==> config.mk <==
export PLATFORM = sky130hd
export DESIGN_NAME = led_seg_out_flat
export DESIGN_NICKNAME = d
export VERILOG_FILES = /design/src/rtl/led_seg_out_if.sv /design/src/rtl/led_seg_out.sv /design/src/flat_wrapper.sv
export SDC_FILE = /design/constraint.sdc
export NUM_CORES = 1
export LEC_CHECK = 0
export ABC_AREA = 1
export CORE_MARGIN = 2
export CORE_UTILIZATION = 25
export CTS_CLUSTER_DIAMETER = 120
export CTS_CLUSTER_SIZE = 24
export DETAILED_ROUTE_END_ITERATION = 10
export SYNTH_ARGS = -nofsm -noshare
export SYNTH_HDL_FRONTEND = slang
export SYNTH_SLANG_ARGS = --single-unit
export TNS_END_PERCENT = 1
==> constraint.sdc <==
create_clock -name clk -period 3.5 [get_ports clk]
set_input_delay 0.875 -clock clk [delete_from_list [all_inputs] [get_ports clk]]
set_output_delay 0.875 -clock clk [all_outputs]
set_load 0.03 [all_outputs]
==> src/rtl/led_seg_out_if.sv <==
// CPU store-side bus into the LED / seven-segment output port.
// The CPU (or bench) drives the master side; the peripheral listens on the slave side.
interface led_seg_out_if;
  logic        LEDCtrl;
  logic        SegCtrl;
  logic [31:0] address;
  logic [31:0] write_data;

  modport master (
    output LEDCtrl,
    output SegCtrl,
    output address,
    output write_data
  );

  modport slave (
    input LEDCtrl,
    input SegCtrl,
    input address,
    input write_data
  );
endinterface

==> src/rtl/led_seg_out.sv <==
// Memory-mapped LED register and 8-digit multiplexed seven-segment display with
// hex, unsigned and signed decimal modes (sequential shift-add-3 conversion).
module led_seg_out #(
  parameter int unsigned SCAN_DIV = 100000
) (
  input  logic          clk,
  input  logic          rst,
  led_seg_out_if.slave  bus,
  output logic [15:0]   led_out,
  output logic [7:0]    seg_en,
  output logic [7:0]    seg_out,
  output logic          busy
);
  localparam int unsigned CntW = (SCAN_DIV > 2) ? $clog2(SCAN_DIV) : 1;

  // Digit codes: 0..15 hex nibble, plus dash and blank.
  localparam logic [4:0] CodeE     = 5'd14;
  localparam logic [4:0] CodeDash  = 5'd16;
  localparam logic [4:0] CodeBlank = 5'd31;

  logic [15:0]     led_q;
  logic [4:0]      digit_q [8];
  logic [31:0]     bin_q, bcd_q;
  logic [5:0]      cnt_q;
  logic            neg_q, busy_q;
  logic [CntW-1:0] scan_q;
  logic [2:0]      idx_q;

  logic        led_we, hex_we, udec_we, sdec_we, dec_we, ovf;
  logic [31:0] mag;
  logic [31:0] bcd_adj, bcd_nxt, bin_nxt;
  logic [4:0]  fmt [8];
  logic        lead;

  assign led_we  = bus.LEDCtrl && (bus.address == 32'hFFFF_FFF0);
  assign hex_we  = bus.SegCtrl && (bus.address == 32'hFFFF_FFF2);
  assign udec_we = bus.SegCtrl && (bus.address == 32'hFFFF_FFF4);
  assign sdec_we = bus.SegCtrl && (bus.address == 32'hFFFF_FFF6);
  assign dec_we  = udec_we || sdec_we;

  assign mag = (sdec_we && bus.write_data[31]) ? (~bus.write_data + 32'd1) : bus.write_data;
  assign ovf = udec_we ? (mag > 32'd99_999_999) : (mag > 32'd9_999_999);

  // One double-dabble step: adjust each BCD nibble, then shift the next binary bit in.
  always_comb begin
    bcd_adj = bcd_q;
    for (int i = 0; i < 8; i++) begin
      if (bcd_q[4*i +: 4] >= 4'd5) bcd_adj[4*i +: 4] = bcd_q[4*i +: 4] + 4'd3;
    end
    bcd_nxt = {bcd_adj[30:0], bin_q[31]};
    bin_nxt = {bin_q[30:0], 1'b0};
  end

  // Leading-zero blanking of the committed result; digit 0 always shows.
  always_comb begin
    lead = 1'b1;
    for (int i = 0; i < 8; i++) fmt[i] = {1'b0, bcd_nxt[4*i +: 4]};
    for (int i = 7; i >= 1; i--) begin
      if (lead && (bcd_nxt[4*i +: 4] == 4'd0)) fmt[i] = CodeBlank;
      else                                      lead = 1'b0;
    end
    if (neg_q) fmt[7] = CodeDash;
  end

  always_ff @(negedge clk) begin
    if (!rst) begin
      led_q  <= '0;
      bin_q  <= '0;
      bcd_q  <= '0;
      cnt_q  <= '0;
      neg_q  <= 1'b0;
      busy_q <= 1'b0;
      scan_q <= '0;
      idx_q  <= '0;
      for (int i = 0; i < 8; i++) digit_q[i] <= CodeBlank;
    end else begin
      if (led_we) led_q <= bus.write_data[15:0];

      if (hex_we) begin
        busy_q <= 1'b0;
        for (int i = 0; i < 8; i++) digit_q[i] <= {1'b0, bus.write_data[4*i +: 4]};
      end else if (dec_we) begin
        if (ovf) begin
          busy_q <= 1'b0;
          for (int i = 0; i < 8; i++) digit_q[i] <= CodeE;
        end else begin
          bin_q  <= mag;
          bcd_q  <= '0;
          cnt_q  <= 6'd32;
          neg_q  <= sdec_we && bus.write_data[31];
          busy_q <= 1'b1;
        end
      end else if (busy_q) begin
        bin_q <= bin_nxt;
        bcd_q <= bcd_nxt;
        cnt_q <= cnt_q - 6'd1;
        if (cnt_q == 6'd1) begin
          busy_q <= 1'b0;
          for (int i = 0; i < 8; i++) digit_q[i] <= fmt[i];
        end
      end

      if (scan_q == CntW'(SCAN_DIV - 1)) begin
        scan_q <= '0;
        idx_q  <= idx_q + 3'd1;
      end else begin
        scan_q <= scan_q + CntW'(1);
      end
    end
  end

  function automatic logic [7:0] glyph(input logic [4:0] c);
    case (c)
      5'd0:    glyph = 8'hC0;
      5'd1:    glyph = 8'hF9;
      5'd2:    glyph = 8'hA4;
      5'd3:    glyph = 8'hB0;
      5'd4:    glyph = 8'h99;
      5'd5:    glyph = 8'h92;
      5'd6:    glyph = 8'h82;
      5'd7:    glyph = 8'hF8;
      5'd8:    glyph = 8'h80;
      5'd9:    glyph = 8'h90;
      5'd10:   glyph = 8'h88;
      5'd11:   glyph = 8'h83;
      5'd12:   glyph = 8'hC6;
      5'd13:   glyph = 8'hA1;
      5'd14:   glyph = 8'h86;
      5'd15:   glyph = 8'h8E;
      5'd16:   glyph = 8'hBF;
      default: glyph = 8'hFF;
    endcase
  endfunction

  assign led_out = led_q;
  assign busy    = busy_q;
  assign seg_en  = ~(8'd1 << idx_q);
  assign seg_out = glyph(digit_q[idx_q]);
endmodule

==> src/flat_wrapper.sv <==
// flat-port wrapper written by rule: the top's interface ports become plain ports
module led_seg_out_flat 
#(
  parameter int unsigned SCAN_DIV = 100000
)
  (clk, rst, led_out, seg_en, seg_out, busy, bus_LEDCtrl, bus_SegCtrl, bus_address, bus_write_data);
  led_seg_out_if bus_i ();
  input  logic clk;
  input  logic rst;
  output logic [15:0] led_out;
  output logic [7:0] seg_en;
  output logic [7:0] seg_out;
  output logic busy;
  input wire logic [$bits(bus_i.LEDCtrl)-1:0] bus_LEDCtrl;
  input wire logic [$bits(bus_i.SegCtrl)-1:0] bus_SegCtrl;
  input wire logic [$bits(bus_i.address)-1:0] bus_address;
  input wire logic [$bits(bus_i.write_data)-1:0] bus_write_data;
  assign bus_i.LEDCtrl = bus_LEDCtrl;
  assign bus_i.SegCtrl = bus_SegCtrl;
  assign bus_i.address = bus_address;
  assign bus_i.write_data = bus_write_data;
  led_seg_out #(.SCAN_DIV(SCAN_DIV)) u_core (.clk(clk), .rst(rst), .bus(bus_i), .led_out(led_out), .seg_en(seg_en), .seg_out(seg_out), .busy(busy));
endmodule
### Word level (Yosys, flattened, before mapping)

Memories as Yosys holds them, arrays and structs flattened. A register that Yosys moved wholly into a read port is not among the register bits.
Index checks and enable logic that the tools add are counted.

| cells by class | value |
|---|---|
| $add $sub $neg | 12 |
| order comparisons | 10 |
| equality and inequality tests | 7 |
| shift-type cells | 1 |
| muxes and demuxes | 78 |
| bitwise logic cells | 29 |
| reductions and logical operators | 24 |

Operator list:

| kind | count |
|---|---|
| $mux 32 | 7 |
| $mux 5 | 32 |
| $eq 32x32->1 const B | 4 |
| $add 32x1->32 const B | 1 |
| $ge 4x3->1 const B | 8 |
| $gt 32x24->1 const B | 1 |
| $gt 32x27->1 const B | 1 |
| $not 32->32 | 1 |
| $add 4x2->4 const B | 7 |
| $logic_not 4->1 | 7 |
| $mux 4 | 7 |
| $mux 1 | 26 |
| $or 1x1->1 | 24 |
| $mux 6 | 3 |
| $add 17x1->17 const B | 1 |
| $eq 17x17->1 const B | 1 |
| $logic_and 1x1->1 | 11 |
| $mux 3 | 3 |
| $not 8->8 | 1 |
| $shl 1x3->8 const A | 1 |
| $eq 6x1->1 const B | 1 |
| $reduce_and 3->1 | 2 |
| $sub 6x1->6 const B | 1 |
| $reduce_or 2->1 | 2 |
| other kinds (6) | 8 |

| word-level totals | value |
|---|---|
| register bits after elaboration | 108 |
| memory bits (writable) | 40 |
| memory bits (read-only) | 224 |
| output and inout bits | 33 |
| logic and storage cells | 171 |
| memories | 2 |

Memory list:

| name | words | width | read ports | clocked after memory_dff | wr ports | RTL line | text |
|---|---|---|---|---|---|---|---|
| (no name shown) | 32 | 7 | 1 | 0 | 0 | led_seg_out.sv:113 | `case (c)` |
| u_core.digit_q | 8 | 5 | 1 | 1 | 8 | led_seg_out.sv:22 | `logic [4:0] digit_q [8];` |

### Longest topological paths before layout

| logic depth | value |
|---|---|
| word-level depth | 17 |
| gate-level depth with buffers | 26 |
| gate-level depth less buffers | 25 |

==> impl_metrics.env <==
export IMPL_status="complete, but fails checks"
export IMPL_violations="setup timing"
export IMPL_seq_area_frac_synth_pct=33.2
export IMPL_clock_path_buffers=2
export IMPL_intPower_mw=3.28
export IMPL_place_area_sq_mm=0.0136
export IMPL_pre_cts_slack_ns=-2.45
export IMPL_grt_overflow=0
export IMPL_gr_usage_all_layers_pct=17.2
export IMPL_cts_sinks=151
export IMPL_drcViolationCount=0
export IMPL_grt_max_degree=43
export IMPL_worstMarginPinSlew_ns=0.567
export IMPL_ys_types=56
export IMPL_rsz0062_at_grt="yes"
export IMPL_synth_edf_count=34
export IMPL_path_class="input pin to flip-flop"
export IMPL_antenna_found_initial=0
export IMPL_yosys_warnings=0
export IMPL_p_seq_share_pct=37.3
export IMPL_fin_ws_ns=-1.93
export IMPL_cp_slowest_cell="clkdlybuf4s50_1"
export IMPL_wl_microns=36100
export IMPL_maxCapViolCount=0
export IMPL_synth_flop_cell="dfxtp_1"
export IMPL_viasPerCell=4.65
export IMPL_switching_power_mw=1.65
export IMPL_skew_ns=0.0299
export IMPL_netlist_area_sq_mm=0.0101
export IMPL_swShare_pct=33.5
export IMPL_antennaDiodeCount=0
export IMPL_ctsHoldBuffers=0
export IMPL_final_util_pct=38.2
export IMPL_ios=101
export IMPL_drtAntennaViolNets=0
export IMPL_path_cells="clkdlybuf4s50_1, nor2_2, nand2_1, nor2_4, buf_4, nand2_1, clkinv_1, nor2_1, o21ai_1, nand2_2, inv_2, nand3_1, nor2_1, nand3_1, nand2_1, inv_2, nand2_2, nand2_2, nand3_4, nand2_4, nor2_4, inv_2, o21ai_1, inv_1"
export IMPL_hold_viol_final=0
export IMPL_numPortBuffers=99
export IMPL_num_fill_cells=4213
export IMPL_core_sq_mm=0.0398
export IMPL_drtIter0Drc=674
export IMPL_first_global_vias=11800
export IMPL_die_width_microns=205
export IMPL_die_height_microns=205
export IMPL_leakagePower_nw=7.24
export IMPL_worstSkewPairLatency_ns=0.47
export IMPL_worst_ep_arrival_time_ns=3.87
export IMPL_synthArstFlopShare_pct=0
export IMPL_maxSlewHeadroom_pct=61.8
export IMPL_final_cells=2554
export IMPL_finalInstanceArea_sq_mm=0.0152
export IMPL_fp_dieArea_sq_mm=0.0421
export IMPL_maxSlewViolCount=0
export IMPL_firstDrtPassIters=6
export IMPL_synth_fp_nets=1646
export IMPL_multi_input_area_sq_mm=0.00621
export IMPL_critPathRequiredTime_ns=1.95
export IMPL_vias=11900
export IMPL_initial_core_util_pct=25.4
export IMPL_cts_buffers=17
export IMPL_powerDensity_mw_per_mm2=324
export IMPL_start_kind="input pin"
export IMPL_placed_cells=2368
export IMPL_crit_path_max_fanout=9
export IMPL_rows=73
export IMPL_critPathCaptureType="flip-flop"
export IMPL_clkTransAtPathRegs_ns=0.03
export IMPL_root_buffer="clkbuf_16"
export IMPL_seqCellArea_sq_mm=0.00340
export IMPL_max_stage_delay_ns=0.54
export IMPL_synthCells=1546
export IMPL_avgSynthCellArea_sq_um=6.55
export IMPL_ys_ff_latch=151
export IMPL_htree_levels=4
export IMPL_nets=2117
export IMPL_drive_above_1_share_pct=24.4
export IMPL_cp_top_family="simple AND/OR/NAND/NOR gates"
export IMPL_min_path_type="flip-flop to flip-flop"
export IMPL_clkPwrFrac_pct=51.1
export IMPL_wl_per_cell_microns=14.1
export IMPL_hold_slack_ns=0.448
export IMPL_setup_viol=207
export IMPL_hpwlAfterDp_microns=27900
export IMPL_ir_worst_vdd_v=0.000257
export IMPL_syn2layout_area_growth_pct=50.4
export IMPL_path_buf_inv=7
export IMPL_grt_pass1_wl_microns=57600
export IMPL_combPwrFrac_pct=11.6
export IMPL_gp_congestion=0.918
export IMPL_cts_tree="yes"
tightest hold or removal path: stages, from the launching register on:
cell and delay (ns):
dfxtp_1 0.29, inv_1 0.05, a21oi_1 0.05
final timing paths:
check	startpoint	end	slack, ns	cells past startpoint
hold reg to reg	u_core.bin_q[23]	u_core.bin_q[23]	0.45	2
setup reg to reg	u_core.bcd_q[28]	u_core.digit_q[1][0]	0.35	15
hold / removal	u_core.bin_q[23]	u_core.bin_q[23]	0.45	2
setup / recovery	bus_write_data[7]	u_core.digit_q[7][3]	-1.93	24
what timing repair did:
action                                  in CTS  in global routing
hold endpoints to repair                     0                  0
endpoints found under the setup margin     206                215
pin swaps                                    6                 27
buffers inserted                             1                  4
cloned                                       0                  0
gates resized for setup                     91                 87
cells by family after synthesis:
| logic type | after synthesis | share of synthesized area, % |
|---|---|---|
| compound gates | 321 | 17.7 |
| mux | 3 | 0.297 |
| xor+xnor | 25 | 2.16 |
| buf+inv | 226 | 9.31 |
| fa+ha+maj | 32 | 3.96 |
| simple gates | 787 | 33.3 |
| other cells | 1 | 0.0371 |
| flops | 151 | 33.2 |
per-layer routing:
| layer | GRT usage (%) | up-vias | part of all wire (%) | wire length, microns |
|---|---|---|---|---|
| li1 | - | 6006 | - | - |
| met1 | 22.0 | 5461 | 46 | 16500 |
| met2 | 27.7 | 345 | 46 | 16700 |
| met3 | 4.29 | 58 | 5.7 | 2070 |
| met4 | 7.01 | 0 | 2.2 | 801 |
| met5 | 0 | - | 0 | 0 |
area by class of cell:
class                           count  share of cell area [%]
Tap cell                          525                    4.31
Clock buffer                       17                    2.79
Clock inverter                    165                    4.79
Multi-Input combinational cell   1169                    40.8
Inverter                          169                    4.27
Timing Repair Buffer              358                    20.7
Sequential cell                   151                    22.3
cells in the mapped netlist (9+ instances only):
library cell	number	area, sq um
clkbuf_1	28	105
ha_1	32	400
nand3_1	70	350
inv_2	9	33.8
inv_1	159	597
xor2_1	22	193
o21ai_1	17	85.1
nand2_1	367	1380
a21oi_1	104	521
o21ai_0	157	786
buf_2	12	60.1
nor2_1	266	998
edfxtp_1	34	1020
dfxtp_1	117	2340
nand4_1	20	125
nor3_1	15	75.1
state kept, by name, indices dropped and copies added (netlist names), named ones only:
signal and count:
u_core.cnt_q 6, u_core.busy 1, u_core.bin_q 32, u_core.bcd_q 32, u_core.digit_q 40, u_core.neg_q 1
u_core.led_out 16, u_core.idx_q 3, u_core.scan_q 17
through the flow:
step | TNS (ns) | total power, mW
2_1_floorplan | -224.75 | 2.32
3_3_place_gp | -381.84 | 2.67
3_5_place_dp | -383.93 | 2.67
4_1_cts | -282.99 | 5.01
5_1_grt | -322.14 | 5.28
6_report | -287.47 | 4.93
power groups by stage:
stage	logic (mW)	registers (mW)	clock network (mW)
after CTS	0.555	1.84	2.61
after floorplan	0.204	1.86	0.261
final	0.571	1.84	2.52
after global placement	0.539	1.87	0.261
after global routing	0.618	1.84	2.82
after detailed placement	0.544	1.87	0.261
placed cells by master, fill, tap and decap left out, types with 17 or more instances in the layout:
cell type	instances
a21oi_1	101
buf_4	246
buf_6	30
clkbuf_16	17
clkdlybuf4s50_1	60
dfxtp_1	96
dfxtp_2	18
edfxtp_1	34
ha_1	26
inv_1	302
nand2_1	346
nand2_2	25
nand3_1	60
nand4_1	20
nor2_1	224
nor2_2	37
o21ai_0	137
o21ai_1	32
xor2_1	22
No activity file was read; power rests on OpenSTA's default activity.
